[src/rtl/mips_pkg.sv]
// rtl/mips_pkg.sv - shared loader state encoding and stream widths
package mips_pkg;

    localparam int WORD_W = 32;
    localparam int LEN_W  = 16;
    localparam int BYTE_W = 8;

    typedef enum logic [2:0] {
        ST_LEN_HI,
        ST_LEN_LO,
        ST_DATA,
        ST_RUN,
        ST_ERR
    } load_state_t;

endpackage

[src/rtl/imem_loader_word_assembler.sv]
// rtl/imem_loader_word_assembler.sv - big-endian byte-to-word assembly
module word_assembler
    import mips_pkg::*;
(
    input  logic              clk,
    input  logic              reset,
    input  logic              clear,
    input  logic              shift,
    input  logic [BYTE_W-1:0] byte_in,
    output logic [WORD_W-1:0] word_next,
    output logic              word_done
);

    logic [WORD_W-1:0] shreg;
    logic [1:0]        byte_cnt;

    // The word including the byte being accepted now, so the caller can register it on the same edge
    assign word_next = {shreg[WORD_W-BYTE_W-1:0], byte_in};
    assign word_done = shift && (byte_cnt == 2'd3);

    // Shift bytes in most-significant first; the byte counter wraps 3->0 as each word completes
    always_ff @(posedge clk or negedge reset) begin
        if (!reset) begin
            shreg    <= '0;
            byte_cnt <= '0;
        end else if (clear) begin
            shreg    <= '0;
            byte_cnt <= '0;
        end else if (shift) begin
            shreg    <= word_next;
            byte_cnt <= byte_cnt + 2'd1;
        end
    end

endmodule

[src/rtl/imem_loader.sv]
// rtl/imem_loader.sv - boot loader that fills instruction memory then releases the core
module imem_loader
    import mips_pkg::*;
#(
    parameter int ADDR_W = 8
) (
    input  logic              clk,
    input  logic              reset,
    input  logic              start,
    input  logic              in_valid,
    input  logic [BYTE_W-1:0] in_data,
    output logic              in_ready,
    output logic              imem_we,
    output logic [ADDR_W-1:0] imem_addr,
    output logic [WORD_W-1:0] imem_wdata,
    output logic              cpu_reset,
    output logic              done,
    output logic              err
);

    // Word count N may equal the full capacity, hence one extra bit in the comparison
    localparam logic [LEN_W:0] CAPACITY = (LEN_W+1)'(1) << ADDR_W;

    load_state_t       state;
    logic [BYTE_W-1:0] len_hi;
    logic [LEN_W-1:0]  len;
    logic [ADDR_W:0]   word_cnt;

    logic              restart;
    logic              accept;
    logic [LEN_W-1:0]  len_full;
    logic              last_word;
    logic              asm_clear;
    logic              asm_shift;
    logic [WORD_W-1:0] word_next;
    logic              word_done;

    // A start in LEN_HI is a no-op; everywhere else it aborts the load
    assign restart   = start && (state != ST_LEN_HI);
    assign in_ready  = ((state == ST_LEN_HI) || (state == ST_LEN_LO) || (state == ST_DATA)) && !start;
    assign accept    = in_valid && in_ready;
    assign len_full  = {len_hi, in_data};
    assign last_word = (LEN_W'(word_cnt) + LEN_W'(1)) == len;
    assign asm_clear = restart || ((state == ST_LEN_LO) && accept);
    assign asm_shift = (state == ST_DATA) && accept;

    word_assembler u_asm (
        .clk       (clk),
        .reset     (reset),
        .clear     (asm_clear),
        .shift     (asm_shift),
        .byte_in   (in_data),
        .word_next (word_next),
        .word_done (word_done)
    );

    // Load FSM with word counter and registered memory/core-control outputs
    always_ff @(posedge clk or negedge reset) begin
        if (!reset) begin
            state      <= ST_LEN_HI;
            len_hi     <= '0;
            len        <= '0;
            word_cnt   <= '0;
            imem_we    <= 1'b0;
            imem_addr  <= '0;
            imem_wdata <= '0;
            cpu_reset  <= 1'b1;
            done       <= 1'b0;
            err        <= 1'b0;
        end else begin
            imem_we <= 1'b0;
            done    <= 1'b0;
            if (restart) begin
                state     <= ST_LEN_HI;
                word_cnt  <= '0;
                cpu_reset <= 1'b1;
                err       <= 1'b0;
            end else begin
                case (state)
                    ST_LEN_HI: begin
                        if (accept) begin
                            len_hi <= in_data;
                            state  <= ST_LEN_LO;
                        end
                    end
                    ST_LEN_LO: begin
                        if (accept) begin
                            len      <= len_full;
                            word_cnt <= '0;
                            if (len_full == '0) begin
                                state <= ST_RUN;
                            end else if ({1'b0, len_full} > CAPACITY) begin
                                state <= ST_ERR;
                                err   <= 1'b1;
                            end else begin
                                state <= ST_DATA;
                            end
                        end
                    end
                    ST_DATA: begin
                        if (word_done) begin
                            imem_we    <= 1'b1;
                            imem_addr  <= word_cnt[ADDR_W-1:0];
                            imem_wdata <= word_next;
                            word_cnt   <= word_cnt + (ADDR_W+1)'(1);
                            if (last_word) begin
                                state <= ST_RUN;
                            end
                        end
                    end
                    ST_RUN: begin
                        // Release one cycle after entering RUN so the last write lands first
                        if (cpu_reset) begin
                            cpu_reset <= 1'b0;
                            done      <= 1'b1;
                        end
                    end
                    default: begin
                        err       <= 1'b1;
                        cpu_reset <= 1'b1;
                    end
                endcase
            end
        end
    end

endmodule

[config.mk]
export PLATFORM = sky130hd
export DESIGN_NAME = imem_loader
export DESIGN_NICKNAME = d
export VERILOG_FILES = /design/src/rtl/mips_pkg.sv /design/src/rtl/imem_loader_word_assembler.sv /design/src/rtl/imem_loader.sv
export SDC_FILE = /design/constraint.sdc
export NUM_CORES = 1
export LEC_CHECK = 0
export CORE_MARGIN = 3
export CORE_UTILIZATION = 40
export CTS_CLUSTER_DIAMETER = 120
export DETAILED_ROUTE_END_ITERATION = 8
export SKIP_CTS_REPAIR_TIMING = 1
export SLEW_MARGIN = 15
export SYNTH_ARGS = -nofsm -noshare
export SYNTH_HDL_FRONTEND = slang
export SYNTH_SLANG_ARGS = --single-unit
export TNS_END_PERCENT = 10
[constraint.sdc]
create_clock -name clk -period 2 [get_ports clk]
set_clock_uncertainty 0.15 [all_clocks]
set_input_delay 0.4 -clock clk [delete_from_list [all_inputs] [get_ports clk]]
set_output_delay 0.4 -clock clk [all_outputs]
set_load 0.02 [all_outputs]
==> flow_summary.json <==
{
  "status": "finished with violations",
  "violations": "negative setup slack",
  "grt_pass1_wl_um": 16000,
  "synth_common_cells": "dfrtp_1, mux2_2, a22o_1, nor2_1, o21ai_0",
  "cts_root_buf": "clkbuf_16",
  "grt_max_degree": 50,
  "ir_drop_mv": 0.513,
  "syn_nets": 363,
  "p_sw_uw": 1310,
  "p_total_uw": 5040,
  "rr_startpoint": "len[13]",
  "yosysMostFrequentCell": "dfrtp_1",
  "synth_edf_count": 0,
  "yosysUniqueCellTypes": 50,
  "grt_usage": 0.158,
  "power_frac_seq": 0.502,
  "fin_crit_sh": 1.00,
  "yosysWarningCount": 0,
  "first_global_vias": 3133,
  "rsz0062_at_grt": "true",
  "cts_made_buffers": 9,
  "whs_ns": 0.340,
  "end_kind": "register",
  "synthFlopType": "dfrtp_1",
  "min_period_ns": 2.00,
  "relSlewSlack": 0.739,
  "die_area_mm2": 0.0126,
  "finalNetCount": 454,
  "path_max_fanout": 2,
  "hold_path_class": "register to register",
  "row_count": 38,
  "synth_top_area_frac": 0.579,
  "p_sw_frac": 0.260,
  "drtAntennaViolNets": 0,
  "dieWidth_um": 112,
  "cts_sinks": 106,
  "cts.clk_slew.worst_paths_ns": 0.08,
  "num_antenna_cells": 0,
  "worst_pin_slew_ns": 0.392,
  "layout-drive-gt1-share": 0.324,
  "routed_via_density": 5.29,
  "finalNonFillerCells": 585,
  "vias": 3093,
  "ys_ff_latch": 106,
  "worst_slack_ns": -0.00408,
  "worstHoldStart": "imem_addr[7]",
  "boundaryPins": 57,
  "multi_input_area_mm2": 0.00177,
  "hpwl_um": 6820,
  "clock_path_buffers": 2,
  "ys_async_sr_fraction": 1.00,
  "drv_slew": 0,
  "p_leak_uw": 0.00274,
  "finalInstanceArea_mm2": 0.00595,
  "startpoint": "len[13]",
  "dp_cells": 568,
  "critical_path_required_ns": 2.11,
  "syn_area_mm2": 0.00453,
  "drv_cap": 0,
  "cts_tree": "yes",
  "place_area_mm2": 0.00558,
  "critPathLaunchType": "register",
  "ys_seq_area_frac": 0.585,
  "fmax_mhz": 499,
  "internal-power_uw": 3730,
  "core-area_mm2": 0.0109,
  "firstDrtPassIters": 4,
  "cts-htree-levels": 3,
  "nFillCells": 941,
  "routed_wl_um": 9470,
  "die-height_um": 112,
  "combPwrFrac": 0.132,
  "io_buffers": 56,
  "ys_top_cells_by_area": "dfrtp_1, mux2_2, a22o_1, o21ai_0, xnor2_1",
  "worstSetupPathType": "register to register",
  "wire_per_inst_um": 16.2,
  "utilization": 0.545,
  "initial_core_util": 0.415,
  "place_congestion": 0.801,
  "yosys.area.top_type": "dfrtp_1",
  "syn_inst": 349,
  "drc_errors": 0,
  "avgSynthCellArea_um2": 13.0,
  "final_hold_viol_count": 0,
  "drt_iter0_drc": 126,
  "arrival_ns": 2.11,
  "seqCellArea_mm2": 0.00265,
  "syn2layout_area_growth_pct": 31.3,
  "clk_latency_ns": 0.34,
  "cellPowerDensity_mw_per_mm2": 846,
  "setup_viol": 1,
  "clockPowerShare": 0.366,
  "antenna_found_initial": 0,
  "grt-ovfl-total": 0
}
## final cells by class
type,count,share of cell area
Sequential cell,106,0.446
Clock buffer,9,0.0378
Clock inverter,7,0.0164
Multi-Input combinational cell,213,0.297
Tap cell,140,0.0294
Timing Repair Buffer,103,0.169
Inverter,7,0.00441
## layer usage
metal	wire length, um	global-route usage	share of wire	vias up
li1	-	-	-	1457
met1	4580	0.225	0.48	1570
met2	4450	0.246	0.47	56
met3	348	0.0313	0.037	10
met4	96	0.0473	0.010	0
met5	0	0	0	-
## cell usage in the layout, fill, tap and decap left out, types with 3 or more instances in the layout
cell             count
buf_4               40
xor2_1               3
nor4_1               3
buf_12               7
inv_1                7
and3_1               3
dfrtp_1            105
o21ai_0             16
nor2b_1              4
mux2_2              64
nor2_1              17
clkbuf_16            9
xnor2_1              8
clkdlybuf4s50_1     53
a22o_1              26
nand3_1              7
o31ai_1              5
nand2_1             14
a21oi_1              3
## sequential cells by signal (all words and copies together), names as in the netlist, 2 cells and up
register        flops
imem_addr           8
u_asm.byte_cnt      2
state               3
word_cnt            9
u_asm.shreg        24
len_hi              8
imem_wdata         32
len                16
## final timing paths
path | to | slack, ns | cells after the start
worst max-delay path | state[0] | -0.004 | 6
worst min-delay path | imem_addr[7] | 0.34 | 2
worst max register to register | state[0] | -0.004 | 6
worst min register to register | imem_addr[7] | 0.34 | 2
max in group asynchronous | len[2] | 0.73 | 3
min in group asynchronous | imem_addr[5] | 0.38 | 2
## critical path, cell delays in order (launching register included)
cell and delay, ns:
dfrtp_1 0.38, or4_4 0.54, nor3_2 0.14, nand4_1 0.14
a2111oi_2 0.22, o211ai_1 0.17, a41oi_2 0.19
## cell families after synthesis
group,Yosys count,share of synthesized area
flops,106,0.585
simple gates,70,0.0861
compound gates,66,0.110
mux,64,0.159
buf+inv,30,0.0328
xor+xnor,11,0.0212
fa+ha+maj,2,0.00552
## power by group through the flow
stage	clock, uW	combinational, uW	sequential (uW)
3_3_place_gp	0	649	2560
6_report	1840	666	2530
2_1_floorplan	0	431	2520
4_1_cts	1900	670	2530
5_1_grt	2000	734	2560
3_5_place_dp	0	668	2580
## metrics by stage
| stage | setup TNS, ns | worst slack, ns |
|---|---|---|
| after floorplan | 0 | 0.0223 |
| after global placement | -14.24 | -0.276 |
| after global routing | -0.188 | -0.172 |
| final | -0.00408 | -0.00408 |
| after detailed placement | -15.91 | -0.308 |
| after CTS | -0.418 | -0.250 |
No activity file was read; power rests on OpenSTA's default activity.
